[src/rtl/sram_ctrl_23.sv]
// rtl/sram_ctrl_23.sv - single-port SRAM controller with in-order 4-deep read response FIFO
// SRAM_CTRL_INIT_EN: when defined, INIT zero-fills words 0..DEPTH-1 before RUN.
module sram_ctrl_23 #(
  parameter int DEPTH = 65536,
  parameter int AW    = 16,
  parameter int DW    = 23
) (
  input  logic          clk,
  input  logic          rst,
  input  logic          req_valid,
  output logic          req_ready,
  input  logic          req_wr,
  input  logic [AW-1:0] req_addr,
  input  logic [DW-1:0] req_wdata,
  output logic          rsp_valid,
  input  logic          rsp_ready,
  output logic [DW-1:0] rsp_data,
  output logic          init_done,
  output logic          cs_en,
  output logic          wr_en,
  output logic [AW-1:0] addr,
  output logic [DW-1:0] wr_data,
  input  logic [DW-1:0] rd_data
);

  typedef enum logic {INIT, RUN} state_t;

  state_t        state, state_nxt;
  logic          accept, push, pop, last_init;
  logic          s1_rd, s2_rd;
  logic [2:0]    count;
  logic [1:0]    wptr, rptr;
  logic [DW-1:0] fifo_mem [4];

  assign accept = req_valid && req_ready;
  assign push   = s2_rd;
  assign pop    = rsp_valid && rsp_ready;

`ifdef SRAM_CTRL_INIT_EN
  localparam logic [AW-1:0] LAST_ADDR = AW'(DEPTH - 1);
  // The last sweep write is on the bus; it completes on the edge that enters RUN.
  assign last_init = cs_en && (addr == LAST_ADDR);
`else
  logic unused_depth;
  assign unused_depth = (DEPTH > 0);
  assign last_init    = 1'b1;
`endif

  always_ff @(posedge clk or posedge rst) begin
    if (rst) state <= INIT;
    else     state <= state_nxt;
  end

  always_comb begin
    state_nxt = state;
    if (state == INIT && last_init) state_nxt = RUN;
  end

  // Queued responses plus reads still in the SRAM pipeline must fit in the FIFO.
  always_comb begin
    req_ready = 1'b0;
    init_done = 1'b0;
    if (state == RUN) begin
      init_done = 1'b1;
      req_ready = (count + {2'b00, s1_rd} + {2'b00, s2_rd}) < 3'd4;
    end
  end

  always_ff @(posedge clk or posedge rst) begin
    if (rst) begin
      cs_en   <= 1'b0;
      wr_en   <= 1'b0;
      addr    <= '0;
      wr_data <= '0;
      s1_rd   <= 1'b0;
      s2_rd   <= 1'b0;
    end else begin
      s2_rd <= s1_rd;
      s1_rd <= 1'b0;
      if (state == INIT) begin
`ifdef SRAM_CTRL_INIT_EN
        if (last_init) begin
          cs_en <= 1'b0;
          wr_en <= 1'b0;
        end else begin
          cs_en   <= 1'b1;
          wr_en   <= 1'b1;
          wr_data <= '0;
          addr    <= cs_en ? addr + AW'(1) : '0;
        end
`else
        cs_en <= 1'b0;
        wr_en <= 1'b0;
`endif
      end else begin
        cs_en <= accept;
        wr_en <= accept && req_wr;
        s1_rd <= accept && !req_wr;
        if (accept) begin
          addr    <= req_addr;
          wr_data <= req_wdata;
        end
      end
    end
  end

  always_ff @(posedge clk or posedge rst) begin
    if (rst) begin
      wptr  <= '0;
      rptr  <= '0;
      count <= '0;
    end else begin
      if (push) wptr <= wptr + 2'd1;
      if (pop)  rptr <= rptr + 2'd1;
      case ({push, pop})
        2'b10:   count <= count + 3'd1;
        2'b01:   count <= count - 3'd1;
        default: count <= count;
      endcase
    end
  end

  always_ff @(posedge clk) begin
    if (push) fifo_mem[wptr] <= rd_data;
  end

  assign rsp_valid = (count != 3'd0);
  assign rsp_data  = rsp_valid ? fifo_mem[rptr] : '0;

endmodule

[config.mk]
export PLATFORM = sky130hd
export DESIGN_NAME = sram_ctrl_23
export DESIGN_NICKNAME = d
export VERILOG_FILES = /design/src/rtl/sram_ctrl_23.sv
export SDC_FILE = /design/constraint.sdc
export NUM_CORES = 1
export LEC_CHECK = 0
export ABC_AREA = 1
export BUFFER_PORTS_ARGS = -buffer_cell sky130_fd_sc_hd__buf_2
export CAP_MARGIN = 20
export CORE_MARGIN = 10
export CORE_UTILIZATION = 48
export DETAILED_ROUTE_END_ITERATION = 10
export PLACE_DENSITY_LB_ADDON = 0.3
export RECOVER_POWER = 25
export SKIP_LAST_GASP = 1
export SYNTH_ARGS = -nofsm -noshare
export SYNTH_HDL_FRONTEND = slang
export SYNTH_SLANG_ARGS = --single-unit
[constraint.sdc]
create_clock -name clk -period 1.7 [get_ports clk]
set_input_delay 0.085 -clock clk [delete_from_list [all_inputs] [get_ports clk]]
set_output_delay 0.085 -clock clk [all_outputs]
set_load 0.05 [all_outputs]
Word-level counts from Yosys, hierarchy flattened
Memory sizes are Yosys's and may differ from the RTL's. Index checks and enable logic that the tools add are counted.

$lt $le $gt $ge: 1. Multiplexer cells: 9. Add/sub/neg operators: 6. Eq/ne operators: 2. Reductions and logical operators: 8.

Operator list (count): $mux 23 (1); $mux 1 (7); $add 3x1->3 (2); $pmux 3 s2 (1); $add 2x1->2 const B (2); $logic_and 1x1->1 (4); $add 3x1->3 const B (1); $lt 3x3->1 const B (1); $reduce_bool 3->1 (1); $sub 3x1->3 const B (1); $eq 2x1->1 const B (1); $eq 2x2->1 const B (1); $reduce_and 2->1 (1); $reduce_bool 2->1 (1); $logic_not 1->1 (1).

Logic and storage cells: 37. Output and inout port bits: 67. Register bits after elaboration: 51. Memory bits (writable): 92. Input bits: 67. Memories kept: 1.

Memory list: fifo_mem (words 4, bits a word 23, rd ports 1, clocked after Yosys merged registers in 0, write ports 1, RTL line 33) `logic [DW-1:0] fifo_mem [4];`.

Logic depth before layout (Yosys ltp)
Gate-level depths: netlist of run 1.

Word-level depth: 7. Mapped depth: 9. Mapped depth without buffers: 8.

Worst setup path before layout of run 1
No wires, ideal clock.

Path type: register to register. Start: register count[1]. End: register count[2]. Path buffers: 0. Path slack: -0.083 ns. Cell stages (with the launch flop): 9. Data arrival time: 1.652 ns. Setup time: 0.131 ns. Required time: 1.569 ns. Cells stage by stage: dfrtp_1 nor3_4 nor2_1 ha_1 inv_1 fa_1 a21oi_1 o21ai_0 xor2_1.

Cells in the longest elaborated chain, start to end: 4.

RTL lines: start, declared (RTL line 31) `logic [2:0] count;`; start signal, assigned (RTL line 116) `2'b10: count <= count + 3'd1;`; start signal, assigned (RTL line 117) `2'b01: count <= count - 3'd1;`; start signal, assigned (RTL line 118) `default: count <= count;`; parallel branches: the longest is 4 deep, another holds $sub 3x1->3.

Several ways; the timed one is not identified. A chain may end at the register's enable or synchronous reset.

Worst setup path in the final report of run 1
Start: register rptr[0]. End: output port rsp_data[1].

Cells in the longest elaborated chain, start to end: 2.

RTL lines: start, declared (RTL line 32) `logic [1:0] wptr, rptr;`; start signal, assigned (RTL line 114) `if (pop) rptr <= rptr + 2'd1;`; $mem_v2 4x23; $mux 23 (RTL line 128) `assign rsp_data = rsp_valid ? fifo_mem[rptr] : '0;`; end, declared (RTL line 17) `output logic [DW-1:0] rsp_data,`.

No other way between the ends.

==> metrics, run 1 <==
vias in the first global route approximately 4.8k; status complete, but fails checks; TritonCTS clock tree yes; Post-Route Setup TNS -1.548 ns; XOR/XNOR share of the synthesized area less than 1%; Final Worst Setup Slack -0.1093 ns; area delta synth->final 54.67%; Relative slew margins ~67%; most common cell after layout, fill and taps aside edfxtp_1; Hold Path Class in -> reg; f_max ~550 MHz; final core occ between 70 and 80%; Worst-Margin Slew 0.4992 ns; Port Buffer Count between 100 and 150; final setup vio count 27; share of layout cells above drive strength 1 approximately two fifths; post-synth top area share 47.69%; DP Area 6766 um^2; VDD IR max about 0.0013 V; Core ar. between 10000 and 15000 um^2; simple-gate share of the synthesized area roughly 17%; initial antenna violation count 2; CP Launch Type flop; Yosys warnings 0; Post-Synth Adder-Cell Area ~1.6%; Seq cells post-synth 143; Finished Layout Cells between 900 and 1k; H-tree levels 4; initial core utilization 48.63%; antenna-violating nets left 0; crit path kind reg -> out; Leak about 3.8 nW; final hold slack around 0.15 ns; syn_nets 579; clock slew at reported path FFs ~0.06 ns; Post-Syn Area per Cell approximately 11 um^2; Worst Skew between 0.007 and 0.008 ns; final worst path period need about 1.8 ns; CTS root buf clkbuf_16; Tcrit/Tclk final 106.4%; most frequent cells in the layout 92 x edfxtp_1, 90 x buf_2, 83 x nor2_1; failing checks negative setup slack; Die Y 129.9 um; mux contribution to synthesized area 0%; Die Area between 15000 and 20000 um^2; Data required, critical path between 1.5 and 2 ns; DRC marker count from the first detailed-route iteration about 330; Max Cap Violations 0; largest family of logic cells by synthesized area simple AND/OR/NAND/NOR gates; Critical Path End Type output port; first-pass GRT wire length about 24 mm; CP max FO 8; Final nets between 800 and 900; CTS Buf Count 17; setup repair after global routing missed its margin yes; dpl hpwl 9.190 mm; WL/cell between 15 and 20 um; synth top area cells edfxtp_1 48%, dfrtp_1 22%, nor2_1 6.0%; Synth Cell Area just under 6000 um^2; IO Pins 134; sequential element share of the synthesized area between 60% and 70%; Final GP Congestion between 0.7 and 0.8; worst-skew pair later-pin latency 0.43 ns; number of fill cells in the layout between 700 and 800; WP data arrival ~1.7 ns; max-slew violation count 0; routed wire length roughly 18 mm; Finished Cell Area 8960 um^2; TritonCTS Sinks about 140; cell count after synthesis slightly above 500; DR pass1 iterations 5; Bufs on Longest Clock Path 2; worst slack at placement -0.03208 ns; Vias slightly below 5k; PwrDens roughly 2100 nW/um^2; Remaining DRCs 0; post-DR vias/cell approximately 5.4; Final Hold Vio Count 0; Synth cell types 27; complex-gate fraction of the synthesized area roughly 6.4%; global route overflow 0; Die Wd approximately 130 um; All-Layer GR Usage between 10% and 20%; Inst Count DP between 700 and 800; Yosys top cell by area edfxtp_1; overall power 18.79 mW; largest net degree at the start of global routing between 40 and 50; num rows 40
area by class of cell:
class	instances	area (um^2)	share of cell area [%]
diodes	2	5.005	0.05586
well taps	147	183.9	2.053
flip-flops and latches	143	4043	45.12
clock buffers	17	425.4	4.748
multi-input cells	315	1833	20.46
clock inverters	15	232.7	2.597
repair buffers	251	2158	24.09
inverters	19	78.83	0.8798
per-layer routing:
metal	wire [um]	global-route usage, %	part of all wire [%]
met1	6685	20.35	37
met2	9166	30.67	51
met3	1538	7.424	8.5
met4	749	7.540	4.1
met5	0	0	0
timing repair:
action                                  4_1_cts  5_1_grt
resized for setup                            59      122
pin swaps                                     3       39
hold endpoints to repair                    154        0
hold buffers                                 64        0
setup buffers                                 6        4
endpoints found under the setup margin       26       66
gates cloned                                  0       16
sequential cells by signal, summed over array words and instances, names as in the netlist:
register	count
addr	16
push	1
wr_data	23
cs_en	1
wr_en	1
count	3
state	1
rptr	2
fifo_mem	92
wptr	2
s1_rd	1
Yosys cell counts, drive strengths merged:
library cell / count
nor2: 96
edfxtp: 92
nand2: 90
dfrtp: 51
o21ai: 49
nand3: 40
a21oi: 25
buf: 21
inv: 19
clkbuf: 7
ha: 6
xor2: 4
conb: 1
fa: 1
nand4: 1
nor3: 1
xnor2: 1
final timing paths:
kind | from | endpoint | slack (ns) | depth (start not counted)
setup / recovery | rptr[0]$_DFFE_PP0N_ | rsp_data[1] | -0.11 | 7
hold / removal | rsp_ready | rptr[0]$_DFFE_PP0N_ | 0.15 | 5
setup reg to reg | count[0]$_DFFE_PP0P_ | addr[4]$_DFFE_PP0P_ | 0 | 9
hold reg to reg | s1_rd$_DFF_PP0_ | push$_DFF_PP0_ | 0.45 | 0
max in group asynchronous | rst | wr_data[17]$_DFFE_PP0P_ | 0.90 | 4
min in group asynchronous | rst | addr[14]$_DFFE_PP0P_ | 0.26 | 3
worst max-delay path: stages, from the launching register on:
cell and delay, ns:
dfrtp_2 0.39, buf_12 0.16, buf_4 0.14, nor2_1 0.05, nor2_1 0.08, o21ai_0 0.08
a21oi_1 0.20, buf_6 0.20
cell families after synthesis:
logic type,count (synthesis)
AO/OA/AOI/OAI,74
XOR/XNOR,5
buffers and inverters,47
AND/OR/NAND/NOR,228
adder cells (fa/ha/maj),7
other,1
flip-flops,143
power by group:
part           total, mW  internal [mW]  switching, mW  leakage (nW)
registers           4.89           4.35          0.542          1.46
logic               9.78           3.38           6.40          2.06
clock network       4.12           2.63           1.49         0.314
(Power assumes the default switching activity.)
==> run 2: changes to the inputs <==
- CORE_UTILIZATION: 48 -> 50
- clock period: 1.7 -> 1.9 ns (I/O delays scaled with it)
==> metrics, run 2 (same netlist as run 1, synthesis figures left out) <==
routed wire length 15.03 mm (was 18.14 mm); Die Wd 127.6 um (was 129.9 um); Die Y 127.6 um (was 129.9 um); WP data arrival 1.77 ns (was 1.72 ns); worst slack at placement 0.1475 ns (was -0.03208 ns); setup repair after global routing missed its margin yes (unchanged); Max Cap Violations 0 (unchanged); WL/cell 16.96 um (was 19.95 um); Critical Path End Type output port (unchanged); hold_sp req_valid (was rsp_ready); sw frac 45.54% (was 44.93%); post-DR vias/cell 5.094 (was 5.371); Clk pwr share 22.3% (was 21.9%); Worst Setup SP rptr[0]$_DFFE_PP0N_ (unchanged); RR Endpoint wr_data[6]$_DFFE_PP0P_ (was addr[4]$_DFFE_PP0P_); Data required, critical path 1.80 ns (was 1.62 ns); Relative slew margins 59.39% (was 66.67%); top flop regs fifo_mem x92, wr_data x23, addr x16 (unchanged); Port Buffer Count 133 (unchanged); IO Pins 134 (unchanged); register-to-register setup slack 0.16 ns (was 0 ns); sequential power share 28.6% (was 26.0%); Remaining DRCs 0 (unchanged); dpl hpwl 8.783 mm (was 9.190 mm); Core ar. 11370 um^2 (was 11910 um^2); initial antenna violation count 1 (was 2); PwrDens 1824 nW/um^2 (was 2097 nW/um^2); area delta synth->final 40.71% (was 54.67%); worst r2r src count[0]$_DFFE_PP0P_ (unchanged); CP max FO 7 (was 8); Worst Skew 0.01023 ns (was 0.007258 ns); num rows 39 (was 40); hold depth 3 (was 5); sink of the worst hold path wr_en$_DFF_PP0_ (was rptr[0]$_DFFE_PP0N_); CTS root buf clkbuf_16 (unchanged); Vias 4513 (was 4882); largest net degree at the start of global routing 40 (was 43); TritonCTS clock tree yes (unchanged); H-tree levels 4 (unchanged); P_sw 6.772 mW (was 8.441 mW); Final Worst Setup Slack 0.03487 ns (was -0.1093 ns); R2R depth 9 (unchanged); number of fill cells in the layout 784 (was 716); vias in the first global route 4802 (was 4755); DRC marker count from the first detailed-route iteration 291 (was 328); Worst-Margin Slew 0.6083 ns (was 0.4992 ns); CP Launch Type flop (unchanged); Comb power frac 49.0% (was 52.1%); most frequent cells in the layout 92 x nor2_1, 92 x edfxtp_1, 88 x nand2_1, 88 x buf_2, 64 x dlygate4sd3_1 (was 92 x edfxtp_1, 90 x buf_2, 83 x nor2_1); clock slew at reported path FFs 0.06 ns (about the same); Internal 8.097 mW (was 10.35 mW); final setup vio count 0 (was 27); Tcrit/Tclk final between 90% and 100%; Inst Count DP 777 (was 785); Die Area 16290 um^2 (was 16860 um^2); CTS Buf Count 17 (unchanged); Most flops, register fifo_mem (unchanged); Bufs on Longest Clock Path 2 (unchanged); f_max 536.2 MHz; initial core utilization 50.95% (was 48.63%); Hold Path Class in -> reg (unchanged); final hold slack 0.06773 ns (was 0.1453 ns); Final Hold Vio Count 0 (unchanged); global route overflow 0 (unchanged); Final GP Congestion 0.7661 (was 0.7470); first-pass GRT wire length 24.09 mm (was 23.99 mm); status completed (was complete, but fails checks); Leak 3.549 nW (was 3.833 nW); Final nets 803 (was 821); crit path kind reg -> out (unchanged); worst-skew pair later-pin latency 0.41 ns (was 0.43 ns); VDD IR max 0.001309 V (was 0.001276 V); Finished Layout Cells 886 (was 909); antenna-violating nets left 0 (unchanged); max reg flops 92 (unchanged); DR pass1 iterations 5 (unchanged); All-Layer GR Usage 18.58% (was 18.31%); max-slew violation count 0 (unchanged); share of layout cells above drive strength 1 27.36% (was 39.34%); TritonCTS Sinks 143 (unchanged); final worst path period need between 1.5 and 2 ns
[run 2: cell count changes in the layout (fill, tap and decap cells not counted), moves of 13 or more]
cell     delta
o21ai_0    +19
a21oi_2    -16
nand2_1    +46
o21ai_1    -18
buf_6      -23
nand2_2    -29
a21oi_1    +16
buf_4      +13
nand2_4    -17
[run 2: worst max path at each step]
stage,to,depth (start not counted)
finish,rsp_data[3],7
global route,rsp_data[22],6
CTS,rsp_data[22],6
detailed placement,count[2]$_DFFE_PP0P_,8
global placement,count[2]$_DFFE_PP0P_,8
floorplan,count[2]$_DFFE_PP0P_,8
[run 2: layout make-up]
cell class / instances / area (um^2) / area share, %
Tap cell: 143 / 178.9 / 2.195
Multi-Input combinational cell: 315 / 1526 / 18.73
Timing Repair inverter: 1 / 7.507 / 0.09210
Clock inverter: 10 / 96.34 / 1.182
Timing Repair Buffer: 232 / 1710 / 20.98
Clock buffer: 22 / 511.7 / 6.278
Sequential cell: 143 / 4043 / 49.59
Antenna cell: 1 / 2.502 / 0.03070
Inverter: 19 / 75.07 / 0.9210
[run 2: per-layer routing]
layer	wire, um	vias up	share of wire (%)	track usage (%)
met3	1558	33	10	7.734
met5	0	-	0	0
met4	352	0	2.3	8.278
li1	-	2152	-	-
met2	7349	241	49	30.22
met1	5768	2087	38	21.01
[run 2: timing repair]
item,in CTS,in global routing
endpoints found under the hold margin,161,0
buffers inserted,6,3
gates cloned,1,2
resized for setup,15,53
hold buffers,64,0
pin swaps,1,10
endpoints found under the setup margin,24,51
[run 2: power by group through the flow]
stage / registers, mW / logic [mW] / clock network [mW]
after global placement: 4.22 / 6.35 / 0
after global routing: 4.31 / 7.82 / 3.52
after CTS: 4.22 / 6.80 / 3.36
final: 4.26 / 7.29 / 3.32
after floorplan: 5.63 / 3.49 / 0
after detailed placement: 4.23 / 6.47 / 0
[run 2: worst max-delay path, stage by stage, from the launching register on]
cell	delay, ns
dfrtp_2	0.47
buf_6	0.14
clkbuf_16	0.14
nor2_1	0.04
nor2_1	0.07
o21ai_1	0.07
a21oi_1	0.20
buf_4	0.24
[run 2: stage by stage]
stage | utilization (%) | power (mW) | TNS (ns) | cell area (um^2)
floorplan | - | 9.130 | 0 | 5793
CTS | 70.18 | 14.39 | -0.07565 | 7979
global placement | 58.39 | 10.57 | 0 | 6639
detailed placement | 58.39 | 10.70 | 0 | 6639
finish | 71.70 | 14.87 | 0 | 8152
global route | 71.70 | 15.64 | -0.2481 | 8152
==> run 3: changes to the inputs <==
- CTS_BUF_LIST: unset -> sky130_fd_sc_hd__clkbuf_8
==> metrics, run 3 (same netlist as run 1, synthesis figures left out) <==
status completed (unchanged); ant diodes 0 (was 1); Final Worst Setup Slack 0.006396 ns (was 0.03487 ns); Die Y 127.6 um (unchanged); Leak 3.577 nW (was 3.549 nW); dpl hpwl 8.783 mm (unchanged); Worst-Margin Slew 0.6076 ns (was 0.6083 ns); Data required, critical path 1.80 ns (about the same); WL/cell 18.07 um (was 16.96 um); largest net degree at the start of global routing 40 (unchanged); IO Pins 134 (unchanged); GR Layer Usage met1 21.34% (was 21.01%); post-DR vias/cell 5.200 (was 5.094); Internal 7.871 mW (was 8.097 mW); first-pass GRT wire length 23.98 mm (was 24.09 mm); routed wire length 16.17 mm (was 15.03 mm); Most flops, register fifo_mem (unchanged); worst-skew pair later-pin latency 0.45 ns (was 0.41 ns); TritonCTS clock tree yes (unchanged); PwrDens 1806 nW/um^2 (was 1824 nW/um^2); VDD IR max 0.001368 V (was 0.001309 V); Final Hold Vio Count 0 (unchanged); Core ar. 11370 um^2 (unchanged); Max Cap Violations 0 (unchanged); Final GP Congestion 0.7661 (unchanged); max reg flops 92 (unchanged); num rows 39 (unchanged); Comb power frac 53.6% (was 49.0%); Remaining DRCs 0 (unchanged); share of layout cells above drive strength 1 28.86% (was 27.36%); final worst path period need 1.894 ns (was 1.865 ns); slowest stage cell, crit path dfrtp_2 (unchanged); worst slack at placement 0.1475 ns (unchanged); top flop regs fifo_mem x92, wr_data x23, addr x16 (unchanged); CP Launch Type flop (unchanged); Tcrit/Tclk final 99.66% (was 98.16%); Port Buffer Count 133 (unchanged); Bufs on Longest Clock Path 2 (unchanged); Vias 4654 (was 4513); Hold Path Class in -> reg (unchanged); setup repair after global routing missed its margin yes (unchanged); DP Area 6639 um^2 (unchanged); most common cell after layout, fill and taps aside edfxtp_1; TritonCTS Sinks 143 (unchanged); WP data arrival 1.80 ns (was 1.77 ns); crit path kind reg -> out (unchanged); most frequent cells in the layout 92 x edfxtp_1, 88 x nand2_1, 88 x buf_2 (was 92 x nor2_1, 92 x edfxtp_1, 88 x nand2_1, 88 x buf_2, 64 x dlygate4sd3_1); Clk pwr share 17.6% (was 22.3%); Critical Path End Type output port (unchanged); P_sw 6.905 mW (was 6.772 mW); initial core utilization 50.95% (unchanged); DR pass1 iterations 5 (unchanged); Top cell by count, worst path nor2_1 (unchanged); Worst Skew 0.01610 ns (was 0.01023 ns); worst path cell trace buf_12, clkbuf_16, nor2_1, nor2_1, o21ai_0, a21oi_1, buf_4 (was buf_6, clkbuf_16, nor2_1, nor2_1, o21ai_1, a21oi_1, buf_4); CP max FO 7 (unchanged); antenna-violating nets left 0 (unchanged); clock slew at reported path FFs 0.07 ns (was 0.06 ns); Relative slew margins 59.44% (was 59.39%); global route overflow 0 (unchanged); vias in the first global route 4716 (was 4802); Finished Cell Area 8182 um^2 (was 8152 um^2); layer carrying the most global-route usage met2 (unchanged); CTS root buf clkbuf_8 (was clkbuf_16); final hold slack 0.04075 ns (was 0.06773 ns); sw frac 46.73% (was 45.54%); sequential power share 28.8% (was 28.6%); Final nets 813 (was 803); routing usage on met2 29.62% (was 30.22%); final setup vio count 0 (unchanged); Critical Path Max Stage Delay 0.45 ns (was 0.47 ns); DRC marker count from the first detailed-route iteration 424 (was 291); initial antenna violation count 0 (was 1); Die Area 16290 um^2 (unchanged); H-tree levels 4 (unchanged); area delta synth->final 41.23% (was 40.71%); max-slew violation count 0 (unchanged); f_max 528.1 MHz (was 536.2 MHz); GRT met3 Usage 7.940% (was 7.734%); Die Wd 127.6 um (unchanged); CTS Buf Count 17 (unchanged); All-Layer GR Usage 18.42% (was 18.58%)
## run 3: changes by cell type in the layout (fill, tap and decap cells not counted), sizes merged
| cell | change |
|---|---|
| diode | -1 |
| bufinv | +3 |
| buf | +10 |
| clkbuf | -5 |
| clkinv | +1 |
| inv | +1 |
## run 3: power groups by stage
| stage | logic (mW) | registers, mW | clock network (mW) |
|---|---|---|---|
| after floorplan | 3.49 | 5.63 | 0 |
| after global placement | 6.35 | 4.22 | 0 |
| after detailed placement | 6.47 | 4.23 | 0 |
| after CTS | 6.84 | 4.22 | 2.61 |
| after global routing | 8.43 | 4.30 | 2.78 |
| final | 7.92 | 4.25 | 2.60 |
## run 3: layout make-up
class                           instances  area, um^2
Sequential cell                       143        4043
Fill cell                             774        3188
Timing Repair Buffer                  242        1904
Multi-Input combinational cell        315        1533
Clock buffer                           17       234.0
Clock inverter                         15       193.9
Tap cell                              143       178.9
Inverter                               19       87.58
Timing Repair inverter                  1       7.507
## run 3: worst max-delay path: cells and delay by family, from the launching register on
family,cells,cell delay (ns)
AO/OA/AOI/OAI,2,0.29
buffers and inverters,3,0.52
flip-flops,1,0.45
AND/OR/NAND/NOR,2,0.10
## run 3: worst paths after layout
path	from	endpoint	slack [ns]	cells past startpoint
setup / recovery	rptr[0]$_DFFE_PP0N_	rsp_data[2]	0.006	7
hold / removal	req_valid	wr_en$_DFF_PP0_	0.04	3
setup reg to reg	count[0]$_DFFE_PP0P_	addr[5]$_DFFE_PP0P_	0.14	10
hold reg to reg	s1_rd$_DFF_PP0_	push$_DFF_PP0_	0.38	0
max in group asynchronous	rst	rptr[0]$_DFFE_PP0N_	1.01	4
min in group asynchronous	rst	addr[9]$_DFFE_PP0P_	0.27	3
## run 3: timing repair
action                                  4_1_cts  5_1_grt
gates cloned                                  1        6
setup buffers                                 6        9
hold buffers                                 64        0
endpoints found under the setup margin       24       54
pin swaps                                     2       17
gates resized for setup                      20       81
hold endpoints to repair                    161        0
## run 3: through the flow
step	power, mW	std cells	setup TNS (ns)	util [%]
6_report	14.78	895	0	71.96
2_1_floorplan	9.130	505	0	-
4_1_cts	13.67	880	-0.07722	68.75
3_3_place_gp	10.57	777	0	58.39
3_5_place_dp	10.70	777	0	58.39
5_1_grt	15.50	895	-0.9712	71.96
## run 3: per-layer routing
layer | wire length, um | part of all wire [%] | vias to the layer above
met5 | 0 | 0 | -
met4 | 340 | 2.1 | 0
met3 | 1541 | 9.5 | 43
met2 | 7969 | 49 | 230
met1 | 6321 | 39 | 2209
li1 | - | - | 2172
